`config.mk`:
```
export PLATFORM = sky130hd
export DESIGN_NAME = router_pkt_fifo
export DESIGN_NICKNAME = d
export VERILOG_FILES = /design/src/rtl/router_pkt_fifo.sv
export SDC_FILE = /design/constraint.sdc
export NUM_CORES = 1
export LEC_CHECK = 0
export BUFFER_PORTS_ARGS = -buffer_cell sky130_fd_sc_hd__buf_2
export CAP_MARGIN = 10
export CORE_MARGIN = 4
export CORE_UTILIZATION = 50
export DETAILED_ROUTE_END_ITERATION = 8
export GPL_TIMING_DRIVEN = 0
export PLACE_DENSITY_LB_ADDON = 0.1
export SLEW_MARGIN = 20
export SYNTH_ARGS = -nofsm -noshare
export SYNTH_HDL_FRONTEND = slang
export SYNTH_SLANG_ARGS = --single-unit
```
`constraint.sdc`:
```
create_clock -name clk -period 3.05 [get_ports clk]
set_clock_uncertainty 0.1 [all_clocks]
set_input_delay 0.305 -clock clk [delete_from_list [all_inputs] [get_ports clk]]
set_output_delay 0.305 -clock clk [all_outputs]
set_load 0.01 [all_outputs]
```
`src/rtl/router_pkt_fifo.sv`:
```
// Packet FIFO for the router: header-tagged storage, byte-count tracking, pkt_done pulse.
// Define ROUTER_FIFO_TRISTATE_EN to float data_out (all-z) when idle; otherwise idle drives zero.
module router_pkt_fifo #(
  parameter int DATA_W   = 8,
  parameter int DEPTH    = 16,
  parameter int AFULL_TH = DEPTH - 2
) (
  input  logic                       clk,
  input  logic                       rst,
  input  logic                       sft_rst,
  input  logic                       write_enb,
  input  logic                       read_enb,
  input  logic                       lfd_state,
  input  logic [DATA_W-1:0]          data_in,
  output logic [DATA_W-1:0]          data_out,
  output logic                       empty,
  output logic                       full,
  output logic                       almost_full,
  output logic [$clog2(DEPTH):0]     count,
  output logic                       pkt_done
);

  localparam int AW = $clog2(DEPTH);
  localparam int PW = AW + 1;
  localparam int CW = DATA_W - 1;
  localparam logic [PW-1:0] AFULL_V = PW'(AFULL_TH);

  logic [DATA_W:0]   mem_q [DEPTH];
  logic [DATA_W:0]   mem_d [DEPTH];
  logic [PW-1:0]     wptr_q, wptr_d;
  logic [PW-1:0]     rptr_q, rptr_d;
  logic [CW-1:0]     rem_q, rem_d;
  logic              pkt_done_q, pkt_done_d;
  logic [DATA_W-1:0] dout_q, dout_d;
  logic              wr_acc, rd_acc;
  logic [DATA_W:0]   rd_entry;
`ifdef ROUTER_FIFO_TRISTATE_EN
  logic              idle_q, idle_d;
`endif

  assign count       = wptr_q - rptr_q;
  assign empty       = (wptr_q == rptr_q);
  assign full        = (wptr_q[AW-1:0] == rptr_q[AW-1:0]) && (wptr_q[AW] != rptr_q[AW]);
  assign almost_full = (count >= AFULL_V);
  assign pkt_done    = pkt_done_q;
  assign rd_entry    = mem_q[rptr_q[AW-1:0]];

`ifdef ROUTER_FIFO_TRISTATE_EN
  assign data_out = idle_q ? {DATA_W{1'bz}} : dout_q;
`else
  assign data_out = dout_q;
`endif

  always_comb begin
    mem_d      = mem_q;
    wptr_d     = wptr_q;
    rptr_d     = rptr_q;
    rem_d      = rem_q;
    dout_d     = dout_q;
    pkt_done_d = 1'b0;
`ifdef ROUTER_FIFO_TRISTATE_EN
    idle_d     = idle_q;
`endif
    // soft reset wins over any concurrent request
    wr_acc = write_enb && !full && !sft_rst;
    rd_acc = read_enb && !empty && !sft_rst;

    if (wr_acc) begin
      mem_d[wptr_q[AW-1:0]] = {lfd_state, data_in};
      wptr_d                = wptr_q + PW'(1);
    end

    if (rd_acc) begin
      rptr_d = rptr_q + PW'(1);
      dout_d = rd_entry[DATA_W-1:0];
`ifdef ROUTER_FIFO_TRISTATE_EN
      idle_d = 1'b0;
`endif
      // header reload covers truncated packets: no pulse for the abandoned one
      if (rd_entry[DATA_W]) begin
        rem_d = {1'b0, rd_entry[DATA_W-1:2]} + CW'(1);
      end else if (rem_q != '0) begin
        rem_d      = rem_q - CW'(1);
        pkt_done_d = (rem_q == CW'(1));
      end
    end else if (rem_q == '0) begin
      dout_d = '0;
`ifdef ROUTER_FIFO_TRISTATE_EN
      idle_d = 1'b1;
`endif
    end

    if (sft_rst) begin
      wptr_d     = '0;
      rptr_d     = '0;
      rem_d      = '0;
      pkt_done_d = 1'b0;
      dout_d     = '0;
`ifdef ROUTER_FIFO_TRISTATE_EN
      idle_d     = 1'b1;
`endif
    end
  end

  always_ff @(posedge clk) begin
    if (!rst) begin
      for (int i = 0; i < DEPTH; i++) mem_q[i] <= '0;
      wptr_q     <= '0;
      rptr_q     <= '0;
      rem_q      <= '0;
      pkt_done_q <= 1'b0;
      dout_q     <= '0;
`ifdef ROUTER_FIFO_TRISTATE_EN
      idle_q     <= 1'b0;
`endif
    end else begin
      mem_q      <= mem_d;
      wptr_q     <= wptr_d;
      rptr_q     <= rptr_d;
      rem_q      <= rem_d;
      pkt_done_q <= pkt_done_d;
      dout_q     <= dout_d;
`ifdef ROUTER_FIFO_TRISTATE_EN
      idle_q     <= idle_d;
`endif
    end
  end

endmodule

```
==> run metrics, run 1 <==
outcome completed; total inserted antenna cells 0; number of buffers inserted during clock tree synthesis 17; area fraction in compound gates after synthesis 4.44%; Syn Area/Cell 10.8 um^2; HPWL reported at the end of detailed placement roughly 16000 um; Placer Congestion approximately 0.91; dominant combinational cell family by area after synthesis multiplexers; number of rows in the core area between 40 and 50; required time worst endpoint 2640 ps; post-synth net total ~800; cell area after synthesis a little over 0.008 mm^2; share of the synthesized area in the top cell type a little over two fifths; share of the yosys chip area belonging to registers between 40% and 50%; largest net degree at the start of global routing 19; top area cells in the synthesized netlist sky130_fd_sc_hd__dfxtp_1 (42%), sky130_fd_sc_hd__mux2i_1 (19%), sky130_fd_sc_hd__nor2b_1 (11%); wire length of the first global-routing pass approximately 34000 um; count of endpoints failing setup in the final report 0; Arrival @ worst endpoint about 2500 ps; final std cells w/o fill 1032; Met1 Wirelength about 10000 um; VDD IR-drop max about 450 uV; layout net count 831; worst reg2reg path startpoint rptr_q[2]$_SDFFE_PP0N_; setup total negative slack 0 ps; number of storage elements in the synthesis netlist 170; Post-Synth XOR/XNOR Area approximately 1.3%; width of the die 136 um; average wire length per cell after detail routing about 21 um; GR Util All Layers between 20% and 30%; Tightest Pin Transition ~600 ps; r2r endpoint rptr_q[4]$_SDFFE_PP0N_; count of endpoints failing hold in the final timing report 0; Clock Tree Buf Depth 2; wire length on met3 1110 um; DR WL met2 between 9000 and 10000 um; R2R Setup Slk between 200 and 300 ps; number of maximum-capacitance violations 0; setup repair after global routing missed its margin no; Syn-to-layout area delta 12.7%; instance count of the mapped netlist 755; final worst path period share between 90 and 100%; Fill cells approximately 1400; hold path depth 3; clk_lat worst skew roughly 440 ps; end of the worst hold path mem_q[50]$_SDFFE_PN0P_; ratio of cells with drive above 1 in the final layout about 16%; Post-synth EDFFs 0; number of sinks on the clock net 170; drt pass-1 iters 5; worst hold-check path type in2reg; Startpoint Class register; combined flip-flop and latch cell area about 0.0034 mm^2; endpoint type of the worst setup path primary output; total vias in the final route just under 6000; adder and majority cell fraction of the synthesized area roughly 2.2%; Clock H-tree levels 4; Avg Vias per Cell about 5.6; highest routed metal layer met4; headroom to the max-slew limit around three fifths; number of distinct standard cells referenced by the synthesized netlist 50; starting utilization of the core area 51.2%; dpl cells approximately 1000; core area approximately 0.016 mm^2; portion of netlist area occupied by mux cells between 20% and 30%; register clock-pin slew on the reported worst setup and hold paths around 70 ps; Power per Cell Area ~500 mW/mm^2; number of cell instances on the worst register-to-register path 11; number of design-rule violations left by the first detailed-router iteration between 300 and 400; die outline height between 100 and 150 um; Post-synth top cells sky130_fd_sc_hd__dfxtp_1 (170), sky130_fd_sc_hd__mux2i_1 (158), sky130_fd_sc_hd__nor2b_1 (149), sky130_fd_sc_hd__mux4_2 (33), sky130_fd_sc_hd__clkbuf_1 (32); count of synthesis-stage warnings from yosys 0; I/O Buffers 30; ys async rst share 0%; Antenna Nets Post-Route 0; cell taking the most area after synthesis sky130_fd_sc_hd__dfxtp_1; min Tclk post-route 2890 ps; root buffer cell sky130_fd_sc_hd__clkbuf_16; worst setup path class reg2out; initial antenna violation count 0; CTS tree done; vias in the first global route about 5800; top-count cell post-synth sky130_fd_sc_hd__dfxtp_1; total congestion overflow 0; count of boundary I/O pins 31; Post-Synth Simple-Gate Area about 17%; hold-fix buffers at CTS 0; Max Freq ~0.35 GHz; wire length reported by the detailed router about 22000 um; most used flip-flop cell after synthesis sky130_fd_sc_hd__dfxtp_1; critical-path maximum fanout 9; DRC violation count after routing 0; Slew Viols, Final 0; startpoint of the worst hold path data_in[5]; Leakage around 4.1 nW; die outline area ~0.018 mm^2; total area of multi-input combinational cells ~0.0045 mm^2
==> layout make-up <==
type,instances,share of cell area [%]
plain buffers,58,3.33
inverters,10,0.408
repair buffers,32,1.79
well taps,216,2.94
clock inverters,15,1.54
multi-input cells,514,48.4
flip-flops and latches,170,37.0
clock buffers,17,4.62
==> metal layers <==
metal / GRT usage [%] / vias up
li1: - / 2760
met1: 34.7 / 2855
met2: 38.8 / 171
met3: 5.16 / 34
met4: 7.05 / 0
met5: 0 / -
==> per-stage QoR <==
| step | instance area, um^2 | hold slack (ps) | util [%] | power (mW) | setup WS, ps |
|---|---|---|---|---|---|
| 6_report | 9200 | 142 | 57.7 | 4.60 | 165 |
| 3_3_place_gp | 8590 | 374 | 53.9 | 2.52 | -251 |
| 5_1_grt | 9200 | 140 | 57.7 | 4.74 | 6.80 |
| 3_5_place_dp | 8590 | 392 | 53.9 | 2.52 | -227 |
| 4_1_cts | 9180 | 132 | 57.6 | 4.62 | -88.6 |
| 2_1_floorplan | 8170 | 359 | - | 2.43 | 347 |
==> sequential cells by signal (all words and copies together) (netlist names) <==
name      flops
mem_q       144
data_out      8
rem_q         7
pkt_done      1
wptr_q        5
rptr_q        5
==> logic make-up (layout without fill, tap and decap cells) <==
logic type,count (synthesis),after routing
simple gates,239,239
flops,170,170
mux,195,195
xor+xnor,12,12
buf+inv,71,132
compound gates,54,54
fa+ha+maj,14,14
==> power breakdown <==
group	switching, mW	total (mW)	internal, mW	leakage [nW]
combinational	0.150	0.243	0.0937	2.49
clock	1.03	2.12	1.09	0.282
sequential	0.00615	2.23	2.23	1.37
==> placed cells by master (no fill, tap or decap), types with 2 or more instances in the layout <==
| cell type | instances |
|---|---|
| sky130_fd_sc_hd__mux4_1 | 2 |
| sky130_fd_sc_hd__nand2_1 | 13 |
| sky130_fd_sc_hd__xnor2_1 | 7 |
| sky130_fd_sc_hd__mux2i_1 | 157 |
| sky130_fd_sc_hd__mux4_2 | 33 |
| sky130_fd_sc_hd__a21oi_1 | 11 |
| sky130_fd_sc_hd__inv_8 | 6 |
| sky130_fd_sc_hd__clkbuf_1 | 30 |
| sky130_fd_sc_hd__nor2_2 | 2 |
| sky130_fd_sc_hd__a21o_1 | 2 |
| sky130_fd_sc_hd__or3_1 | 3 |
| sky130_fd_sc_hd__buf_2 | 42 |
| sky130_fd_sc_hd__a31o_2 | 2 |
| sky130_fd_sc_hd__nor2_1 | 26 |
| sky130_fd_sc_hd__inv_1 | 10 |
| sky130_fd_sc_hd__nand2b_1 | 3 |
| sky130_fd_sc_hd__ha_1 | 13 |
| sky130_fd_sc_hd__nand4_1 | 7 |
| sky130_fd_sc_hd__nor3_1 | 3 |
| sky130_fd_sc_hd__clkbuf_16 | 17 |
| sky130_fd_sc_hd__nand3_1 | 20 |
| sky130_fd_sc_hd__inv_6 | 7 |
| sky130_fd_sc_hd__and2_1 | 3 |
| sky130_fd_sc_hd__a22oi_1 | 17 |
| sky130_fd_sc_hd__and3_1 | 2 |
| sky130_fd_sc_hd__o21ai_0 | 8 |
| sky130_fd_sc_hd__dfxtp_1 | 170 |
| sky130_fd_sc_hd__buf_4 | 15 |
| sky130_fd_sc_hd__nor2b_1 | 149 |
| sky130_fd_sc_hd__o211ai_1 | 2 |
| sky130_fd_sc_hd__xor2_1 | 5 |
| sky130_fd_sc_hd__o22ai_1 | 2 |
==> worst max-delay path by stage <==
stage / end / from / depth (start not counted) / slack, ps
after CTS: data_out[6]$_SDFFE_PP0P_ / rptr_q[2]$_SDFFE_PP0N_ / 11 / -90
final: almost_full / rptr_q[1]$_SDFFE_PP0N_ / 8 / 160
after global placement: rptr_q[4]$_SDFFE_PP0N_ / rptr_q[2]$_SDFFE_PP0N_ / 12 / -250
after floorplan: mem_q[63]$_SDFFE_PN0P_ / rptr_q[2]$_SDFFE_PP0N_ / 13 / 350
after global routing: almost_full / rptr_q[1]$_SDFFE_PP0N_ / 8 / 7
after detailed placement: mem_q[92]$_SDFFE_PN0P_ / rptr_q[2]$_SDFFE_PP0N_ / 13 / -230
==> critical path: stages, from the launching register on <==
cell,delay (ps)
sky130_fd_sc_hd__dfxtp_1,330
sky130_fd_sc_hd__buf_4,230
sky130_fd_sc_hd__inv_1,180
sky130_fd_sc_hd__fa_1,470
sky130_fd_sc_hd__a21o_1,170
sky130_fd_sc_hd__a21oi_1,190
sky130_fd_sc_hd__xnor2_1,110
sky130_fd_sc_hd__a31o_2,240
sky130_fd_sc_hd__buf_2,130
==> repair_timing <==
action | CTS | global route
resized for setup | 12 | 4
endpoints found under the setup margin | 140 | 145
pin swaps | 0 | 1
buffers inserted | 0 | 2
gates cloned | 0 | 0
Power figures use the tool's default switching activity.
==> run 2: changes to the inputs <==
--- a/config.mk
+++ b/config.mk
@@ -12,6 +12,7 @@
 export DETAILED_ROUTE_END_ITERATION = 8
 export GPL_TIMING_DRIVEN = 0
 export PLACE_DENSITY_LB_ADDON = 0.1
+export REMOVE_ABC_BUFFERS = 1
 export SLEW_MARGIN = 20
 export SYNTH_ARGS = -nofsm -noshare
 export SYNTH_HDL_FRONTEND = slang
==> run metrics, run 2 (synthesis results as in run 1) <==
register clock-pin slew on the reported worst setup and hold paths 70 ps (about the same); Startpoint Class register (unchanged); post-detailed-placement cell area 0.00835 mm^2 (was 0.00859 mm^2); core area 0.0159 mm^2 (unchanged); commonest non-fill, non-tap cell in the layout sky130_fd_sc_hd__dfxtp_1 (unchanged); die outline area 0.0184 mm^2 (unchanged); max incr delay on CP 620 ps (was 470 ps); Clock Tree Buf Depth 2 (unchanged); Placer Congestion 0.834 (was 0.906); Tightest Pin Transition 956 ps (was 601 ps); number of maximum-capacitance violations 0 (unchanged); number of buffers inserted during clock tree synthesis 17 (unchanged); count of endpoints failing setup in the final report 0 (unchanged); dpl cells 942 (was 1001); root buffer cell sky130_fd_sc_hd__clkbuf_16 (unchanged); combined flip-flop and latch cell area 0.00342 mm^2 (was 0.00340 mm^2); average wire length per cell after detail routing 19.9 um (was 21.2 um); required time worst endpoint 3270 ps (was 2640 ps); highest-count cells in the layout ignoring fill and taps sky130_fd_sc_hd__dfxtp_1 (166), sky130_fd_sc_hd__mux2i_1 (158), sky130_fd_sc_hd__nor2b_1 (149) (was sky130_fd_sc_hd__dfxtp_1 (170), sky130_fd_sc_hd__mux2i_1 (157), sky130_fd_sc_hd__nor2b_1 (149)); worst-path cell chain inv_1 > ha_1 > nand4_1 > o21ai_2 > nor2_4 > nand3_2 > mux2i_1 > nor2b_1 (was buf_4 > inv_1 > fa_1 > a21o_1 > a21oi_1 > xnor2_1 > a31o_2 > buf_2); critical-path maximum fanout 25 (was 9); Antenna Nets Post-Route 0 (unchanged); Fill cells 1347 (was 1402); count of endpoints failing hold in the final timing report 0 (unchanged); largest net degree at the start of global routing 110 (was 19); min Tclk post-route 2930 ps (was 2890 ps); standard cell with the maximum stage delay on the critical path sky130_fd_sc_hd__dfxtp_4 (was sky130_fd_sc_hd__fa_1); wire length reported by the detailed router 19800 um (was 21900 um); VDD IR-drop max 433 uV (was 446 uV); Max Freq 0.341 GHz (was 0.347 GHz); CP bufs+invs 1 (was 3); vias in the first global route 5504 (was 5786); layout net count 792 (was 831); DRC violation count after routing 0 (unchanged); total congestion overflow 0 (unchanged); ratio of cells with drive above 1 in the final layout 18.0% (was 16.4%); Arrival @ worst endpoint 3150 ps (was 2480 ps); count of boundary I/O pins 31 (unchanged); final worst path period share 96.1% (was 94.6%); power consumption 4.63 mW (was 4.60 mW); endpoint type of the worst setup path register (was primary output); Slew Viols, Final 0 (unchanged); total inserted antenna cells 0 (unchanged); worst setup path class reg2reg (was reg2out); hold-fix buffers at CTS 0 (unchanged); startpoint of the worst hold path write_enb (was data_in[5]); headroom to the max-slew limit 36.3% (was 60.0%); clk_lat worst skew 430 ps (was 440 ps); worst hold-check path type in2reg (unchanged); drt pass-1 iters 6 (was 5); width of the die 136 um (unchanged); starting utilization of the core area 51.2% (unchanged); wire length of the first global-routing pass 30900 um (was 33900 um); total vias in the final route 5614 (was 5820); number of sinks on the clock net 170 (unchanged); die outline height 136 um (unchanged); I/O Buffers 30 (unchanged); number of design-rule violations left by the first detailed-router iteration 511 (was 398); Power per Cell Area 500 mW/mm^2 (about the same); timing startpoint of the critical path rptr_q[2]$_SDFFE_PP0N_ (was rptr_q[1]$_SDFFE_PP0N_); number of rows in the core area 46 (unchanged); final design instance area without fill 0.00926 mm^2 (was 0.00920 mm^2); number of flip-flops in the largest register 144 (unchanged); Avg Vias per Cell 5.65 (was 5.64); worst reg2reg path startpoint rptr_q[2]$_SDFFE_PP0N_ (unchanged); Syn-to-layout area delta 13.3% (was 12.7%); total area of multi-input combinational cells 0.00457 mm^2 (was 0.00445 mm^2); CTS tree done (unchanged); setup repair after global routing missed its margin yes (was no); HPWL reported at the end of detailed placement 12000 um (was 15600 um); Biggest register mem_q (unchanged); Leakage 4.10 nW (was 4.14 nW); Clock H-tree levels 4 (unchanged); family with the most delay on the worst path simple AND/OR/NAND/NOR gates (was compound AO/OA/AOI/OAI gates); initial antenna violation count 0 (unchanged); outcome completed (unchanged); final std cells w/o fill 993 (was 1032); GR Util All Layers 22.1% (was 24.7%)
## run 2: cell types whose count changed in the layout (fill, tap and decap cells not counted), moves of 3 or more
cell	change
sky130_fd_sc_hd__buf_4	+3
sky130_fd_sc_hd__dfxtp_1	-4
sky130_fd_sc_hd__nand3_4	+8
sky130_fd_sc_hd__clkinvlp_4	+4
sky130_fd_sc_hd__nand3_2	+4
sky130_fd_sc_hd__dfxtp_4	+3
sky130_fd_sc_hd__buf_2	-13
sky130_fd_sc_hd__inv_8	-5
sky130_fd_sc_hd__inv_6	-6
sky130_fd_sc_hd__clkbuf_1	-29
sky130_fd_sc_hd__nand3_1	-12
## run 2: final cells by class
type,instances,area share [%]
Clock buffer,19,4.79
Clock inverter,13,1.55
Inverter,10,0.446
Multi-Input combinational cell,514,49.4
Sequential cell,170,36.9
Tap cell,216,2.92
Timing Repair Buffer,51,3.97
## run 2: timing repair
item                                    CTS  global route
gates resized for setup                  25             4
pin swaps                                 5             0
endpoints found under the setup margin  161           119
setup buffers                            16             3
hold endpoints to repair                  0             0
## run 2: where the power goes
group	switching, mW	leakage, nW	internal [mW]	total [mW]
Combinational	0.133	2.45	0.0935	0.226
Clock	0.937	0.278	1.24	2.17
Sequential	0.00595	1.37	2.23	2.23
## run 2: through the flow
step                setup slack [ps]  utilization [%]  setup TNS (ps)  hold slack, ps
floorplan                       -796                -         -110510             333
global route                   -23.6             58.1           -76.9             207
detailed placement             -1210             52.4         -144570             387
finish                           119             58.1               0             210
global placement               -2540             52.0         -381410             374
CTS                             45.8             57.8               0             186
## run 2: routing by layer
layer | up-vias | wire length [um] | track usage (%)
li1 | 2684 | - | -
met1 | 2766 | 9510 | 31.1
met2 | 132 | 8870 | 33.8
met3 | 32 | 783 | 4.31
met4 | 0 | 596 | 8.17
met5 | - | 0 | 0
## run 2: worst min-delay path, stage by stage
cell and delay [ps]:
sky130_fd_sc_hd__buf_2 80, sky130_fd_sc_hd__o21ai_2 110, sky130_fd_sc_hd__xnor2_1 160, sky130_fd_sc_hd__nor2_1 40
## run 2: final timing paths
| path | endpoint | slack [ps] | depth (start not counted) |
|---|---|---|---|
| worst max-delay path | mem_q[110]$_SDFFE_PN0P_ | 120 | 8 |
| worst min-delay path | wptr_q[0]$_SDFFE_PP0P_ | 210 | 4 |
| worst max register to register | mem_q[110]$_SDFFE_PN0P_ | 120 | 8 |
| worst min register to register | mem_q[31]$_SDFFE_PN0P_ | 410 | 2 |
